`src/rtl/multicycle_control_fsm_if.sv`:
```
// Control bundle between the multicycle control FSM and the datapath.
// Master is the FSM; slave is the datapath side that supplies decode/flags.
interface multicycle_control_fsm_if #(
    parameter int OP_WIDTH = 6
);
    logic [OP_WIDTH-1:0] opcode;
    logic [OP_WIDTH-1:0] funct;
    logic                zero;
    logic                mem_ready;
    logic [3:0]          ALUSel;
    logic                alu_src_a;
    logic [1:0]          alu_src_b;
    logic                pc_write;
    logic [1:0]          pc_source;
    logic                i_or_d;
    logic                mem_read;
    logic                mem_write;
    logic                ir_write;
    logic                reg_write;
    logic                reg_dst;
    logic                mem_to_reg;
    logic                illegal;
    logic [3:0]          state;

    modport master (
        input  opcode, funct, zero, mem_ready,
        output ALUSel, alu_src_a, alu_src_b, pc_write, pc_source,
        output i_or_d, mem_read, mem_write, ir_write, reg_write,
        output reg_dst, mem_to_reg, illegal, state
    );

    modport slave (
        output opcode, funct, zero, mem_ready,
        input  ALUSel, alu_src_a, alu_src_b, pc_write, pc_source,
        input  i_or_d, mem_read, mem_write, ir_write, reg_write,
        input  reg_dst, mem_to_reg, illegal, state
    );
endinterface

```
`src/rtl/multicycle_control_fsm.sv`:
```
// Main control FSM of the 32-bit multicycle CPU: sequences each
// instruction and drives ALU selects and datapath strobes.
module multicycle_control_fsm #(
    parameter int OP_WIDTH = 6
) (
    input  logic                     clk,
    input  logic                     rst_n,
    multicycle_control_fsm_if.master bus
);
    typedef enum logic [3:0] {
        S_FETCH     = 4'd0,
        S_DECODE    = 4'd1,
        S_MEM_ADDR  = 4'd2,
        S_MEM_READ  = 4'd3,
        S_MEM_WB    = 4'd4,
        S_MEM_WRITE = 4'd5,
        S_EXEC_R    = 4'd6,
        S_R_WB      = 4'd7,
        S_BRANCH    = 4'd8,
        S_JUMP      = 4'd9,
        S_EXEC_I    = 4'd10,
        S_I_WB      = 4'd11
    } state_e;

    localparam logic [OP_WIDTH-1:0] OP_R    = OP_WIDTH'(6'h00);
    localparam logic [OP_WIDTH-1:0] OP_LW   = OP_WIDTH'(6'h23);
    localparam logic [OP_WIDTH-1:0] OP_SW   = OP_WIDTH'(6'h2B);
    localparam logic [OP_WIDTH-1:0] OP_BEQ  = OP_WIDTH'(6'h04);
    localparam logic [OP_WIDTH-1:0] OP_J    = OP_WIDTH'(6'h02);
    localparam logic [OP_WIDTH-1:0] OP_ADDI = OP_WIDTH'(6'h08);
    localparam logic [OP_WIDTH-1:0] FN_ADD  = OP_WIDTH'(6'h20);
    localparam logic [OP_WIDTH-1:0] FN_SUB  = OP_WIDTH'(6'h22);
    localparam logic [OP_WIDTH-1:0] FN_AND  = OP_WIDTH'(6'h24);
    localparam logic [OP_WIDTH-1:0] FN_OR   = OP_WIDTH'(6'h25);
    localparam logic [OP_WIDTH-1:0] FN_SLT  = OP_WIDTH'(6'h2A);

    localparam logic [3:0] ALU_ADD = 4'd1;
    localparam logic [3:0] ALU_SUB = 4'd2;
    localparam logic [3:0] ALU_AND = 4'd3;
    localparam logic [3:0] ALU_OR  = 4'd4;
    localparam logic [3:0] ALU_SLT = 4'd5;

    state_e     state_q;
    state_e     state_d;
    logic [3:0] alu_sel;
    logic       src_a;
    logic [1:0] src_b;
    logic       pc_wr;
    logic [1:0] pc_src;
    logic       iord;
    logic       mrd;
    logic       mwr;
    logic       irw;
    logic       rwr;
    logic       rdst;
    logic       m2r;
    logic       ill;

    always_comb begin
        state_d = S_FETCH;
        alu_sel = ALU_ADD;
        src_a   = 1'b0;
        src_b   = 2'b00;
        pc_wr   = 1'b0;
        pc_src  = 2'b00;
        iord    = 1'b0;
        mrd     = 1'b0;
        mwr     = 1'b0;
        irw     = 1'b0;
        rwr     = 1'b0;
        rdst    = 1'b0;
        m2r     = 1'b0;
        ill     = 1'b0;
        case (state_q)
            S_FETCH: begin
                mrd     = 1'b1;
                src_b   = 2'b01;
                irw     = bus.mem_ready;
                pc_wr   = bus.mem_ready;
                state_d = bus.mem_ready ? S_DECODE : S_FETCH;
            end
            S_DECODE: begin
                // Branch target is precomputed here into ALUOut.
                src_b = 2'b11;
                case (bus.opcode)
                    OP_R:         state_d = S_EXEC_R;
                    OP_LW, OP_SW: state_d = S_MEM_ADDR;
                    OP_BEQ:       state_d = S_BRANCH;
                    OP_J:         state_d = S_JUMP;
                    OP_ADDI:      state_d = S_EXEC_I;
                    default: begin
                        ill     = 1'b1;
                        state_d = S_FETCH;
                    end
                endcase
            end
            S_MEM_ADDR: begin
                src_a   = 1'b1;
                src_b   = 2'b10;
                state_d = (bus.opcode == OP_LW) ? S_MEM_READ : S_MEM_WRITE;
            end
            S_MEM_READ: begin
                mrd     = 1'b1;
                iord    = 1'b1;
                state_d = bus.mem_ready ? S_MEM_WB : S_MEM_READ;
            end
            S_MEM_WB: begin
                rwr = 1'b1;
                m2r = 1'b1;
            end
            S_MEM_WRITE: begin
                mwr     = 1'b1;
                iord    = 1'b1;
                state_d = bus.mem_ready ? S_FETCH : S_MEM_WRITE;
            end
            S_EXEC_R: begin
                src_a   = 1'b1;
                state_d = S_R_WB;
                case (bus.funct)
                    FN_ADD:  alu_sel = ALU_ADD;
                    FN_SUB:  alu_sel = ALU_SUB;
                    FN_AND:  alu_sel = ALU_AND;
                    FN_OR:   alu_sel = ALU_OR;
                    FN_SLT:  alu_sel = ALU_SLT;
                    default: begin
                        ill     = 1'b1;
                        state_d = S_FETCH;
                    end
                endcase
            end
            S_R_WB: begin
                rwr  = 1'b1;
                rdst = 1'b1;
            end
            S_BRANCH: begin
                src_a   = 1'b1;
                alu_sel = ALU_SUB;
                pc_src  = 2'b01;
                pc_wr   = bus.zero;
            end
            S_JUMP: begin
                pc_wr  = 1'b1;
                pc_src = 2'b10;
            end
            S_EXEC_I: begin
                src_a   = 1'b1;
                src_b   = 2'b10;
                state_d = S_I_WB;
            end
            S_I_WB: begin
                rwr = 1'b1;
            end
            default: state_d = S_FETCH;
        endcase
    end

    always_ff @(posedge clk or negedge rst_n) begin
        if (!rst_n) begin
            state_q <= S_FETCH;
        end else begin
            state_q <= state_d;
        end
    end

    // Strobes are masked during reset since FETCH would otherwise read.
    assign bus.ALUSel     = alu_sel;
    assign bus.alu_src_a  = src_a;
    assign bus.alu_src_b  = src_b;
    assign bus.pc_source  = pc_src;
    assign bus.i_or_d     = iord;
    assign bus.reg_dst    = rdst;
    assign bus.mem_to_reg = m2r;
    assign bus.pc_write   = pc_wr & rst_n;
    assign bus.ir_write   = irw & rst_n;
    assign bus.mem_read   = mrd & rst_n;
    assign bus.mem_write  = mwr & rst_n;
    assign bus.reg_write  = rwr & rst_n;
    assign bus.illegal    = ill & rst_n;
    assign bus.state      = state_q;
endmodule
```
`src/flat_wrapper.sv`:
```
// flat-port wrapper written by rule: the top's interface ports become plain ports
module multicycle_control_fsm_flat 
#(
    parameter int OP_WIDTH = 6
)
  (clk, rst_n, bus_opcode, bus_funct, bus_zero, bus_mem_ready, bus_ALUSel, bus_alu_src_a, bus_alu_src_b, bus_pc_write, bus_pc_source, bus_i_or_d, bus_mem_read, bus_mem_write, bus_ir_write, bus_reg_write, bus_reg_dst, bus_mem_to_reg, bus_illegal, bus_state);
  multicycle_control_fsm_if #(.OP_WIDTH(OP_WIDTH)) bus_i ();
  input  logic clk;
  input  logic rst_n;
  input wire logic [$bits(bus_i.opcode)-1:0] bus_opcode;
  input wire logic [$bits(bus_i.funct)-1:0] bus_funct;
  input wire logic [$bits(bus_i.zero)-1:0] bus_zero;
  input wire logic [$bits(bus_i.mem_ready)-1:0] bus_mem_ready;
  output wire logic [$bits(bus_i.ALUSel)-1:0] bus_ALUSel;
  output wire logic [$bits(bus_i.alu_src_a)-1:0] bus_alu_src_a;
  output wire logic [$bits(bus_i.alu_src_b)-1:0] bus_alu_src_b;
  output wire logic [$bits(bus_i.pc_write)-1:0] bus_pc_write;
  output wire logic [$bits(bus_i.pc_source)-1:0] bus_pc_source;
  output wire logic [$bits(bus_i.i_or_d)-1:0] bus_i_or_d;
  output wire logic [$bits(bus_i.mem_read)-1:0] bus_mem_read;
  output wire logic [$bits(bus_i.mem_write)-1:0] bus_mem_write;
  output wire logic [$bits(bus_i.ir_write)-1:0] bus_ir_write;
  output wire logic [$bits(bus_i.reg_write)-1:0] bus_reg_write;
  output wire logic [$bits(bus_i.reg_dst)-1:0] bus_reg_dst;
  output wire logic [$bits(bus_i.mem_to_reg)-1:0] bus_mem_to_reg;
  output wire logic [$bits(bus_i.illegal)-1:0] bus_illegal;
  output wire logic [$bits(bus_i.state)-1:0] bus_state;
  assign bus_i.opcode = bus_opcode;
  assign bus_i.funct = bus_funct;
  assign bus_i.zero = bus_zero;
  assign bus_i.mem_ready = bus_mem_ready;
  assign bus_ALUSel = bus_i.ALUSel;
  assign bus_alu_src_a = bus_i.alu_src_a;
  assign bus_alu_src_b = bus_i.alu_src_b;
  assign bus_pc_write = bus_i.pc_write;
  assign bus_pc_source = bus_i.pc_source;
  assign bus_i_or_d = bus_i.i_or_d;
  assign bus_mem_read = bus_i.mem_read;
  assign bus_mem_write = bus_i.mem_write;
  assign bus_ir_write = bus_i.ir_write;
  assign bus_reg_write = bus_i.reg_write;
  assign bus_reg_dst = bus_i.reg_dst;
  assign bus_mem_to_reg = bus_i.mem_to_reg;
  assign bus_illegal = bus_i.illegal;
  assign bus_state = bus_i.state;
  multicycle_control_fsm #(.OP_WIDTH(OP_WIDTH)) u_core (.clk(clk), .rst_n(rst_n), .bus(bus_i));
endmodule
```
`config.mk`:
```
export PLATFORM = sky130hd
export DESIGN_NAME = multicycle_control_fsm_flat
export DESIGN_NICKNAME = d
export VERILOG_FILES = /design/src/rtl/multicycle_control_fsm_if.sv /design/src/rtl/multicycle_control_fsm.sv /design/src/flat_wrapper.sv
export SDC_FILE = /design/constraint.sdc
export NUM_CORES = 1
export LEC_CHECK = 0
export BUFFER_PORTS_ARGS = -buffer_cell sky130_fd_sc_hd__buf_2
export CORE_MARGIN = 2
export CORE_UTILIZATION = 42
export DETAILED_ROUTE_END_ITERATION = 7
export PLACE_DENSITY = 0.86
export REMOVE_ABC_BUFFERS = 1
export SLEW_MARGIN = 20
export SYNTH_ARGS = -nofsm -noshare
export SYNTH_HDL_FRONTEND = slang
export SYNTH_SLANG_ARGS = --single-unit
```
`constraint.sdc`:
```
create_clock -name clk -period 1.7 [get_ports clk]
set_input_delay 0 -clock clk [delete_from_list [all_inputs] [get_ports clk]]
set_output_delay 0 -clock clk [all_outputs]
set_load 0.005 [all_outputs]
```
==> impl_metrics.env <==
export IMPL_nNetsFinal=156
export IMPL_synth_edf_count=0
export IMPL_hp_class="input pin to flop"
export IMPL_vdd_drop_max_mv=0.432
export IMPL_cts_tree="built"
export IMPL_clockBufferDepth=2
export IMPL_ys_ff_latch=4
export IMPL_yosysWarnings=0
export IMPL_grt_util_all_layers_pct=21.6
export IMPL_io_buffers=36
export IMPL_maxCapViolations=0
export IMPL_die_width_um=43.0
export IMPL_rows=14
export IMPL_dr_pass1_iters=4
export IMPL_min_period_ps=1710
export IMPL_cts_root_buf="clkbuf_4"
export IMPL_setup_viol=1
export IMPL_path_cells="buf_4 > nand2b_1 > buf_4 > a211o_1 > o22ai_1 > buf_2"
export IMPL_drive_gt1_share_pct=39.9
export IMPL_postLayoutCoreUtil_pct=63.1
export IMPL_hold_viol=0
export IMPL_fin_area_um2=928
export IMPL_p_leak_nw=0.449
export IMPL_routabilityCongestion=0.911
export IMPL_drc=0
export IMPL_synth_most_common_cell="nor2_1"
export IMPL_antenna_found_initial=0
export IMPL_cp_arrival_ps=1710
export IMPL_vias=905
export IMPL_status="finished with violations"
export IMPL_synthTopCellsByCount="14 x nor2_1, 7 x a21oi_1, 7 x nand2b_1, 6 x nor3_1"
export IMPL_fin_ws_ps=-11.0
export IMPL_crit_required_ps=1700
export IMPL_cts_made_buffers=3
export IMPL_clock_sinks=4
export IMPL_post_place_ws_ps=165
export IMPL_async_flop_share_pct=100
export IMPL_syn_mean_instance_area_um2=6.87
export IMPL_syn_to_final_growth_pct=45.2
export IMPL_maxSlewViolCount=0
export IMPL_h_tree_depth=1
export IMPL_grt_max_degree=15
export IMPL_worst_setup_path_start_kind="flop"
export IMPL_yosys_area_top_type="dfrtp_1"
export IMPL_die_area_mm2=0.00185
export IMPL_synth_area_top_cells="dfrtp_1 16%, nor2_1 8.2%, nand2b_1 6.8%"
export IMPL_grt_ovfl_total=0
export IMPL_cp_common_cell="buf_4"
export IMPL_p_per_area_mw_per_mm2=456
export IMPL_syn_area_um2=639
export IMPL_violations="negative setup slack"
export IMPL_crit_slowest_cell="dfrtp_1"
export IMPL_synth_cell_types=37
export IMPL_worstPathBufferInverterCount=3
export IMPL_path_delay_family="buffers and inverters"
export IMPL_first_iter_violations=45
export IMPL_endpoint_kind="primary output"
export IMPL_drtAntennaViolNets=0
export IMPL_grt_pass1_wl_um=3120
export IMPL_dpl_hpwl_um=1530
export IMPL_largest_reg_flops=4
export IMPL_placed_cell_area_um2=888
export IMPL_ioPinCount=38
export IMPL_ys_seq_area_share_pct=15.7
export IMPL_worstSetupPathType="flop to primary output"
export IMPL_yosysTopAreaCellShare_pct=15.7
export IMPL_synth_flop_cell="dfrtp_1"
export IMPL_core_area_mm2=0.00147
export IMPL_p_total_mw=0.423
export IMPL_fin_setup_tns_ps=-11.0
export IMPL_crit_path_max_incr_delay_ps=410
export IMPL_fin_crit_sh_pct=101
export IMPL_clk_pin_slew_ps=50
export IMPL_clock_latency_ps=250
export IMPL_n_antenna_cell=0
export IMPL_clock_skew_ps=7.86
export IMPL_start_util_pct=43.5
export IMPL_grt_pass1_vias=734
export IMPL_via_per_inst=5.88
export IMPL_syn_inst=93
export IMPL_wl_um=2150
export IMPL_detail_route_wl_per_cell_um=13.9
export IMPL_die_h_um=43.0
export IMPL_crit_path_max_fanout=7
export IMPL_fmax_ghz=0.584
[cells by family after synthesis]
logic type,Yosys count,synth area share (%)
other,1,0.587
and+or+nand+nor,57,52.4
AOI/OAI and AO/OA,19,19.6
xor gates and xnor gates,4,5.48
DFF,4,15.7
buffers and inverters,7,4.70
muxes,1,1.57
[routing by layer]
metal,vias up,part of all wire (%),track usage [%]
li1,437,-,-
met1,398,37,27.6
met2,67,50,36.4
met3,3,11,2.98
met4,0,1.1,8.48
met5,-,0,0
[cells in the final DEF, fill, tap and decap left out, drive strengths merged, types with 3 or more instances in the layout]
| master | instances |
|---|---|
| clkbuf | 3 |
| a21oi | 7 |
| or3 | 3 |
| o21ai | 3 |
| nand2 | 5 |
| nor3b | 3 |
| buf | 47 |
| nor3 | 6 |
| nor2 | 14 |
| nand2b | 7 |
| nor4 | 4 |
| dfrtp | 4 |
[worst reg2reg max path, cell delays in order, from the launching register on]
cell	delay, ps
dfrtp_1	410
buf_4	180
nand2b_1	110
nor3_1	60
a221o_1	320
or3_1	380
[layout make-up]
class,count,area [um^2]
clock buffers,3,22.5
fillers,142,543
inverters,1,3.75
multi-input cells,82,509
flip-flops and latches,4,100
well taps,16,20.0
repair buffers,48,273
[power breakdown]
part | leakage, nW | switching (mW) | total [mW] | internal, mW
Combinational | 0.381 | 0.0919 | 0.181 | 0.0892
Clock | 0.0138 | 0.0557 | 0.136 | 0.0801
Sequential | 0.0541 | 0.00563 | 0.106 | 0.100
[per-stage QoR]
stage / hold WS, ps / cells
after global routing: 111 / 154
after floorplan: -296 / 87
final: 74.6 / 154
after CTS: 80.5 / 153
after detailed placement: -164 / 149
after global placement: -166 / 149
[timing repair]
action                                 4_1_cts  5_1_grt
setup endpoints to repair                    0        2
setup buffers                                0        1
hold buffers                                 1        0
endpoints found under the hold margin        4        0
resized for setup                            0        0
[final timing paths]
check	start	to	slack, ps	cells after the start
hold reg to reg	u_core.bus.state[1]	u_core.bus.state[2]	810	3
max in group asynchronous	rst_n	u_core.bus.state[3]	1430	2
hold / removal	bus_opcode[1]	u_core.bus.state[2]	70	2
min in group asynchronous	rst_n	u_core.bus.state[0]	110	2
setup / recovery	u_core.bus.state[1]	bus_illegal	-10	6
setup reg to reg	u_core.bus.state[0]	u_core.bus.state[1]	100	5
(Power assumes the default switching activity.)
